===== src/rtl/sdram_cmd_arbiter.sv =====
// sdram_cmd_arbiter
//   Arbitrates the single SDRAM command/address/data bus between the init,
//   auto-refresh, write and read engines. Refresh has fixed top priority;
//   writes and reads alternate when both are pending. A granted engine gets a
//   one-cycle enable pulse and owns the pins until it raises its end flag.
//
// Ports
//   sclk, s_rst                 clock, asynchronous active-high reset
//   flag_init_end               init engine done; leaves IDLE
//   init_cmd/init_addr          init engine pin values (driven in IDLE)
//   ref_req/ref_en/flag_ref_end refresh request, grant pulse, done
//   ref_cmd/ref_addr            refresh engine pin values
//   wr_req/wr_en/flag_wr_end    write request, grant pulse, done
//   wr_cmd/wr_addr/wr_bank/wr_data  write engine pin values
//   rd_req/rd_en/flag_rd_end    read request, grant pulse, done
//   rd_cmd/rd_addr/rd_bank      read engine pin values
//   sd_cmd/sdram_addr/sdram_bank/dq_out/dq_oe  SDRAM pin outputs
//   arb_state                   one-hot state (debug)
//   err_timeout                 forced-release pulse
//
// Optional feature: define SDRAM_ARB_TIMEOUT_EN to force an engine off the bus
// after it has held it for TIMEOUT_CYC cycles without signalling its end flag.
// Without the macro err_timeout is tied 0 and the engines may hold forever.

module sdram_cmd_arbiter #(
  parameter int unsigned TIMEOUT_CYC = 1024,
  parameter int unsigned AW          = 12,
  parameter int unsigned BW          = 2,
  parameter int unsigned DW          = 16
) (
  input  logic          sclk,
  input  logic          s_rst,
  input  logic          flag_init_end,
  input  logic [3:0]    init_cmd,
  input  logic [AW-1:0] init_addr,
  input  logic          ref_req,
  output logic          ref_en,
  input  logic          flag_ref_end,
  input  logic [3:0]    ref_cmd,
  input  logic [AW-1:0] ref_addr,
  input  logic          wr_req,
  output logic          wr_en,
  input  logic          flag_wr_end,
  input  logic [3:0]    wr_cmd,
  input  logic [AW-1:0] wr_addr,
  input  logic [BW-1:0] wr_bank,
  input  logic [DW-1:0] wr_data,
  input  logic          rd_req,
  output logic          rd_en,
  input  logic          flag_rd_end,
  input  logic [3:0]    rd_cmd,
  input  logic [AW-1:0] rd_addr,
  input  logic [BW-1:0] rd_bank,
  output logic [3:0]    sd_cmd,
  output logic [AW-1:0] sdram_addr,
  output logic [BW-1:0] sdram_bank,
  output logic [DW-1:0] dq_out,
  output logic          dq_oe,
  output logic [4:0]    arb_state,
  output logic          err_timeout
);

  localparam logic [3:0] CmdNop = 4'b0111;

  typedef enum logic [4:0] {
    StIdle  = 5'b00001,
    StArbit = 5'b00010,
    StAref  = 5'b00100,
    StWrite = 5'b01000,
    StRead  = 5'b10000
  } state_e;

  if (TIMEOUT_CYC < 1) begin : g_param_check
    $error("TIMEOUT_CYC must be at least 1");
  end

  state_e state_q, state_d;
  logic   last_wr_q, last_wr_d;
  logic   ref_en_d, wr_en_d, rd_en_d;
  logic   busy, end_match, timeout;

  assign busy = (state_q == StAref) || (state_q == StWrite) || (state_q == StRead);

  // Only the end flag of the engine currently holding the bus counts.
  always_comb begin
    end_match = 1'b0;
    case (state_q)
      StAref:  end_match = flag_ref_end;
      StWrite: end_match = flag_wr_end;
      StRead:  end_match = flag_rd_end;
      default: end_match = 1'b0;
    endcase
  end

  always_comb begin
    state_d   = state_q;
    last_wr_d = last_wr_q;
    ref_en_d  = 1'b0;
    wr_en_d   = 1'b0;
    rd_en_d   = 1'b0;
    case (state_q)
      StIdle: begin
        if (flag_init_end) state_d = StArbit;
      end
      StArbit: begin
        if (ref_req) begin
          state_d  = StAref;
          ref_en_d = 1'b1;
        end else if (wr_req && (!rd_req || !last_wr_q)) begin
          // Write wins when alone, or when both pend and a read went last.
          state_d   = StWrite;
          wr_en_d   = 1'b1;
          last_wr_d = 1'b1;
        end else if (rd_req) begin
          state_d   = StRead;
          rd_en_d   = 1'b1;
          last_wr_d = 1'b0;
        end
      end
      StAref, StWrite, StRead: begin
        if (end_match || timeout) state_d = StArbit;
      end
      default: state_d = StIdle;
    endcase
  end

  always_ff @(posedge sclk or posedge s_rst) begin
    if (s_rst) begin
      state_q   <= StIdle;
      last_wr_q <= 1'b0;
      ref_en    <= 1'b0;
      wr_en     <= 1'b0;
      rd_en     <= 1'b0;
    end else begin
      state_q   <= state_d;
      last_wr_q <= last_wr_d;
      ref_en    <= ref_en_d;
      wr_en     <= wr_en_d;
      rd_en     <= rd_en_d;
    end
  end

`ifdef SDRAM_ARB_TIMEOUT_EN
  localparam int unsigned   CW      = $clog2(TIMEOUT_CYC + 1);
  localparam logic [CW-1:0] CntLast = CW'(TIMEOUT_CYC - 1);

  logic [CW-1:0] cnt_q;
  logic          err_q;

  // cnt_q counts completed cycles in the granted state; the cycle that sees
  // CntLast is the TIMEOUT_CYC-th one, so release happens on its closing edge.
  assign timeout = busy && (cnt_q == CntLast);

  always_ff @(posedge sclk or posedge s_rst) begin
    if (s_rst) begin
      cnt_q <= '0;
      err_q <= 1'b0;
    end else begin
      // An end flag on the timeout edge is a normal completion.
      err_q <= timeout && !end_match;
      if (ref_en_d || wr_en_d || rd_en_d) begin
        cnt_q <= '0;
      end else if (busy) begin
        cnt_q <= cnt_q + CW'(1);
      end
    end
  end

  assign err_timeout = err_q;
`else
  assign timeout     = 1'b0;
  assign err_timeout = 1'b0;
`endif

  // Pin mux follows the owner of the bus directly.
  always_comb begin
    sd_cmd     = CmdNop;
    sdram_addr = '0;
    sdram_bank = '0;
    dq_out     = '0;
    dq_oe      = 1'b0;
    case (state_q)
      StIdle: begin
        sd_cmd     = init_cmd;
        sdram_addr = init_addr;
      end
      StAref: begin
        sd_cmd     = ref_cmd;
        sdram_addr = ref_addr;
      end
      StWrite: begin
        sd_cmd     = wr_cmd;
        sdram_addr = wr_addr;
        sdram_bank = wr_bank;
        dq_out     = wr_data;
        dq_oe      = 1'b1;
      end
      StRead: begin
        sd_cmd     = rd_cmd;
        sdram_addr = rd_addr;
        sdram_bank = rd_bank;
      end
      default: ;
    endcase
  end

  assign arb_state = state_q;

endmodule


===== config.mk =====
export PLATFORM = sky130hd
export DESIGN_NAME = sdram_cmd_arbiter
export DESIGN_NICKNAME = d
export VERILOG_FILES = /design/src/rtl/sdram_cmd_arbiter.sv
export SDC_FILE = /design/constraint.sdc
export NUM_CORES = 1
export LEC_CHECK = 0
export ABC_AREA = 1
export BUFFER_PORTS_ARGS = -buffer_cell sky130_fd_sc_hd__buf_2
export CORE_MARGIN = 2
export CORE_UTILIZATION = 32
export CTS_BUF_LIST = sky130_fd_sc_hd__clkbuf_16
export DETAILED_ROUTE_END_ITERATION = 10
export GPL_ROUTABILITY_DRIVEN = 0
export GPL_TIMING_DRIVEN = 0
export PLACE_DENSITY = 0.82
export RECOVER_POWER = 50
export SYNTH_ARGS = -nofsm -noshare
export SYNTH_HDL_FRONTEND = slang
export SYNTH_SLANG_ARGS = --single-unit

===== constraint.sdc =====
create_clock -name sclk -period 1.5 [get_ports sclk]
set_input_delay 0.075 -clock sclk [delete_from_list [all_inputs] [get_ports sclk]]
set_output_delay 0.075 -clock sclk [all_outputs]
set_load 0.02 [all_outputs]

== After elaboration in Yosys (flattened, before gate mapping) ==
Index checks and enable logic that the tools add are counted.

* Register bits: 9
* Logic and storage cells: 45
* Input port bits: 93
* Output and inout port bits: 44

* Muxes and demuxes: 23
* Bitwise logic cells: 1
* Equal/unequal tests: 8
* Reductions and logical operators: 8

{| class="wikitable"
|+ Operator list
! operator !! number
|-
| $pmux 12 s4 || 1
|-
| $mux 5 || 5
|-
| $mux 16 || 1
|-
| $pmux 4 s4 || 1
|-
| $pmux 5 s3 || 1
|-
| $mux 1 || 12
|-
| $reduce_and 3->1 || 2
|-
| $eq 5x1->1 const B || 1
|-
| $eq 5x2->1 const B || 1
|-
| $eq 5x3->1 const B || 1
|-
| $eq 5x4->1 const B || 1
|-
| $eq 5x5->1 const B || 1
|-
| $ne 2x2->1 const B || 2
|-
| $ne 4x4->1 const B || 1
|-
| $pmux 2 s2 || 1
|-
| $pmux 1 s3 || 1
|-
| $reduce_or 3->1 || 1
|-
| $logic_not 1->1 || 2
|-
| $reduce_bool 2->1 || 1
|-
| $logic_and 1x1->1 || 1
|-
| $logic_or 1x1->1 || 1
|-
| $not 1->1 || 1
|}

== Logic depth before layout (Yosys ltp) ==
* Depth in word-level cells: 6
* Depth in mapped cells: 8
* Gate-level depth less buffers: 8

== Worst setup path after synthesis ==
Ideal clock, no wire load.

* Path kind: register to output
* Start point: reg state_q[2], in the netlist arb_state[2]
* End point: out sdram_addr[8]
* Data arrival time: 1.428 ns
* Slack: -0.003 ns
* Data required time: 1.425 ns
* Buffers on the path: 1
* Cell stages (with the launch flop): 7
* Cells stage by stage: dfrtp_1 > nor2_1 > nand3_2 > inv_2 > buf_6 > nand2_1 > nand4_1

* Word-level cells in the longest chain between the ends: 2
* Elaborated cells between the ends (all ways): 5
* Those cells by class: eq/ne: 4; mux: 1

{| class="wikitable"
|+ Ends and longest elaborated chain
! what !! RTL line !! text
|-
| start: declaration || 77 || <nowiki>state_e state_q, state_d;</nowiki>
|-
| start signal: assignment || 129 || <nowiki>state_q <= StIdle;</nowiki>
|-
| start signal: assignment || 135 || <nowiki>state_q <= state_d;</nowiki>
|-
| $eq 5x5->1, or another cell as far along || 182 || <nowiki>case (state_q)</nowiki>
|-
| $pmux 12 s4 (*) || 182 ||
|-
| end: declaration || 55 || <nowiki>output logic [AW-1:0] sdram_addr,</nowiki>
|}

Every way passes the cells marked *; elsewhere a longest branch is shown, timed or not.

== Worst setup path in the final report ==
Ends and elaborated chain as after synthesis.

==> impl_results.rst <==
.. list-table::
   :header-rows: 1

   * - Metric
     - Value
   * - Number of antenna violations at the first check in global routing
     - 0
   * - Final max-slew violation count
     - 0
   * - Number of nets in the layout
     - between 400 and 500
   * - P per Cell Area
     - 1280 nW/um2
   * - Residual antenna-violating net count after detailed routing
     - 0
   * - Final Hold Vio Count
     - 0
   * - TritonCTS clock tree
     - built
   * - Cell type with the highest aggregate area in the netlist
     - sky130_fd_sc_hd__nand2_1
   * - Vias per std cell
     - between 4 and 5
   * - Top cell type's share of synthesized area
     - around 29%
   * - Die ar.
     - approximately 3700 um2
   * - Worst EP required
     - roughly 1.4 ns
   * - Total power draw
     - ~0.0030 W
   * - Minimum clock period after layout
     - about 1.6 ns
   * - Violations in the final reports
     - setup timing
   * - Hold path startpoint
     - ref_req
   * - Grt total ovfl
     - 0
   * - Nature of the critical path startpoint
     - flop
   * - Wire length of the first global-routing pass
     - 6.24 mm
   * - Pre-Repair DR Iteration Count
     - 4
   * - Fin Setup TNS
     - -1.52 ns
   * - Number of register bits inferred by synthesis
     - 9
   * - Clk_skew
     - 0.00374 ns
   * - Critical path capture point type
     - primary output
   * - Data arrival time of the critical path
     - between 1.5 and 2 ns
   * - Hold crit path type
     - input pin to flop
   * - Setup repair after global routing missed its margin
     - yes
   * - Filler Cell Count
     - 278
   * - Final setup violation count
     - 22
   * - IO Count
     - roughly 140
   * - Post-Syn Area
     - around 1000 um2
   * - Detail Placement HPWL
     - 3.45 mm
   * - Worst setup margin
     - -0.117 ns
   * - Part of the Yosys area used for sequential elements
     - between 20 and 25%
   * - Sink count of the clock tree
     - 9
   * - Total nets after synthesis
     - ~280
   * - Crit Path Max Fanout
     - 10
   * - Depth of the CTS H-tree
     - 1
   * - Master cell of the clock root buffer
     - sky130_fd_sc_hd__clkbuf_16
   * - Count of warnings emitted by yosys
     - 0
   * - Width of the chip
     - between 60 and 70 um
   * - Design area
     - ~2300 um2
   * - Type of the worst setup path
     - flop to primary output
   * - Reg-to-Reg Start
     - arb_state[2]
   * - Number of clock buffers inserted by TritonCTS
     - 3
   * - Insertion delay of the later-clocked pin in the worst-skew pair
     - ~0.24 ns
   * - Final worst-path cycle share
     - 108%
   * - Number of different library cells in the post-synthesis netlist
     - 20
   * - Via count of the first global-routing pass
     - between 1000 and 1500
   * - Maximum count of clock buffers along a single path
     - 2
   * - Max-cap viol count
     - 0
   * - Synthesis-to-finish area growth
     - 122%
   * - Y dimension of the die
     - approximately 60 um
   * - Core Footprint
     - roughly 3100 um2
   * - Number of DRC markers after the initial detailed-route iteration
     - approximately 70
   * - Post-layout utilization of the core
     - about three quarters
   * - Placed instance area
     - roughly 1800 um2
   * - Largest cells by area after synthesis
     - sky130_fd_sc_hd__nand2_1 29%, sky130_fd_sc_hd__dfrtp_1 19%, sky130_fd_sc_hd__nand4_1 13%, sky130_fd_sc_hd__inv_1 10%, sky130_fd_sc_hd__nor2_1 8.6%
   * - Overall via count from detail_route
     - approximately 1900
   * - Synthesized netlist cell count
     - 191
   * - DRC
     - 0
   * - Post-CTS clock slew at the launch and capture registers of the worst setup and hold paths
     - ~0.04 ns
   * - Placed Cells
     - 370
   * - Initial core utilization
     - between 30% and 40%
   * - Fraction of final layout cells sized beyond drive strength 1
     - between 50 and 60%
   * - Status
     - finished with violations
   * - Average instance area after synthesis
     - roughly 5.5 um2
   * - Cell Rows
     - 20
   * - Static Leak
     - roughly 1.4 nW
   * - CP Launch Point
     - arb_state[2]
   * - Pin count of the biggest net entering global routing
     - 11
   * - Final Instance Count excl. Fillers
     - about 400
   * - # port buffers
     - ~140
   * - Worst ir drop on vdd
     - roughly 1100 uV
   * - Total Routed Length
     - 5.02 mm
   * - Post-detailed-route wirelength per cell
     - ~13 um
   * - Maximum frequency from static timing analysis
     - around 0.6 GHz
   * - Number of antenna repair diodes
     - 0
   * - Total routing resource utilization after global routing
     - 22.6%
worst max-delay path: stages (launching register included):
cell and delay, ns:
sky130_fd_sc_hd__dfrtp_2 0.45, sky130_fd_sc_hd__nor2_4 0.17, sky130_fd_sc_hd__nand4_1 0.14, sky130_fd_sc_hd__inv_2 0.11, sky130_fd_sc_hd__buf_6 0.14, sky130_fd_sc_hd__nand2_1 0.07, sky130_fd_sc_hd__nand4_1 0.09, sky130_fd_sc_hd__buf_4 0.14
stage by stage:
| stage | worst slack (ns) | hold WS, ns |
|---|---|---|
| finish | -0.117 | 0.103 |
| detailed placement | -0.115 | 0.0513 |
| floorplan | 0.0130 | -0.0978 |
| CTS | -0.0950 | 0.0951 |
| global route | -0.185 | 0.115 |
| global placement | -0.102 | 0.0444 |
cells in the mapped netlist:
cell	count
sky130_fd_sc_hd__dfrtp_1	8
sky130_fd_sc_hd__nor2_1	24
sky130_fd_sc_hd__nand3_2	2
sky130_fd_sc_hd__nand4_1	22
sky130_fd_sc_hd__dfstp_2	1
sky130_fd_sc_hd__inv_1	29
sky130_fd_sc_hd__a21boi_0	1
sky130_fd_sc_hd__inv_2	5
sky130_fd_sc_hd__clkbuf_1	1
sky130_fd_sc_hd__conb_1	1
sky130_fd_sc_hd__nor2_4	2
sky130_fd_sc_hd__buf_2	2
sky130_fd_sc_hd__nand3_1	5
sky130_fd_sc_hd__a22o_1	2
sky130_fd_sc_hd__buf_6	1
sky130_fd_sc_hd__nand2_1	80
sky130_fd_sc_hd__o21ai_2	1
sky130_fd_sc_hd__or2_2	1
sky130_fd_sc_hd__buf_4	2
sky130_fd_sc_hd__a31o_2	1
cell families after synthesis:
group | synth area share, %
compound gates | 4.08
flops | 21.7
other cells | 0.360
simple gates | 57.7
buf+inv | 16.1
cell type report:
type | count | area, um2 | area share (%)
inverters | 34 | 140 | 6.06
plain buffers | 6 | 67.6 | 2.92
repair buffers | 159 | 1010 | 43.6
multi-input cells | 142 | 728 | 31.5
well taps | 44 | 55.1 | 2.38
clock buffers | 3 | 75.1 | 3.24
clock inverters | 1 | 3.75 | 0.162
flip-flops and latches | 9 | 230 | 9.95
repair inverters | 1 | 3.75 | 0.162
path summary, 6_finish.rpt:
check	to	slack, ns	cells after the start
max	sdram_addr[8]	-0.12	7
min reg2reg	last_wr_q	0.46	2
min in group asynchronous	ref_en	0.35	3
max in group asynchronous	arb_state[0]	0.84	3
max reg2reg	arb_state[2]	-0.03	9
min	ref_en	0.10	3
flip-flops by register name, indices dropped and copies added (netlist names):
| signal | cells |
|---|---|
| ref_en | 1 |
| last_wr_q | 1 |
| rd_en | 1 |
| arb_state | 5 |
| wr_en | 1 |
layer usage:
layer,vias up,share of wire [%],track usage (%)
li1,919,-,-
met1,814,37,25.6
met2,112,51,41.5
met3,16,8.7,2.94
met4,0,2.7,11.2
met5,-,0,0
layout by cell type (no fill, tap or decap), types with 2 or more instances in the layout:
cell type,count
sky130_fd_sc_hd__nand4_1,22
sky130_fd_sc_hd__buf_6,18
sky130_fd_sc_hd__nand3_1,3
sky130_fd_sc_hd__nand3_2,2
sky130_fd_sc_hd__a22o_1,2
sky130_fd_sc_hd__nand2_4,2
sky130_fd_sc_hd__nor2_4,4
sky130_fd_sc_hd__buf_2,98
sky130_fd_sc_hd__buf_4,44
sky130_fd_sc_hd__inv_2,5
sky130_fd_sc_hd__dfrtp_1,5
sky130_fd_sc_hd__clkbuf_16,3
sky130_fd_sc_hd__nand3_4,2
sky130_fd_sc_hd__nand2_1,74
sky130_fd_sc_hd__inv_1,28
sky130_fd_sc_hd__nor2_1,16
sky130_fd_sc_hd__nor2_2,6
sky130_fd_sc_hd__nand2_2,4
sky130_fd_sc_hd__dfrtp_2,3
sky130_fd_sc_hd__inv_6,2
power by group:
part	switching, W	internal, W	total (W)	leakage, nW
Clock	0.000122	0.000349	0.000471	0.0423
Combinational	0.00114	0.000963	0.00210	1.22
Sequential	0.0000664	0.000317	0.000384	0.114
what timing repair did:
action	4_1_cts	5_1_grt
pin swaps	14	6
gates cloned	2	1
resized for setup	62	31
endpoints found under the hold margin	8	0
hold buffers	1	0
endpoints found under the setup margin	29	39
setup buffers	17	4
(Power assumes the default switching activity.)
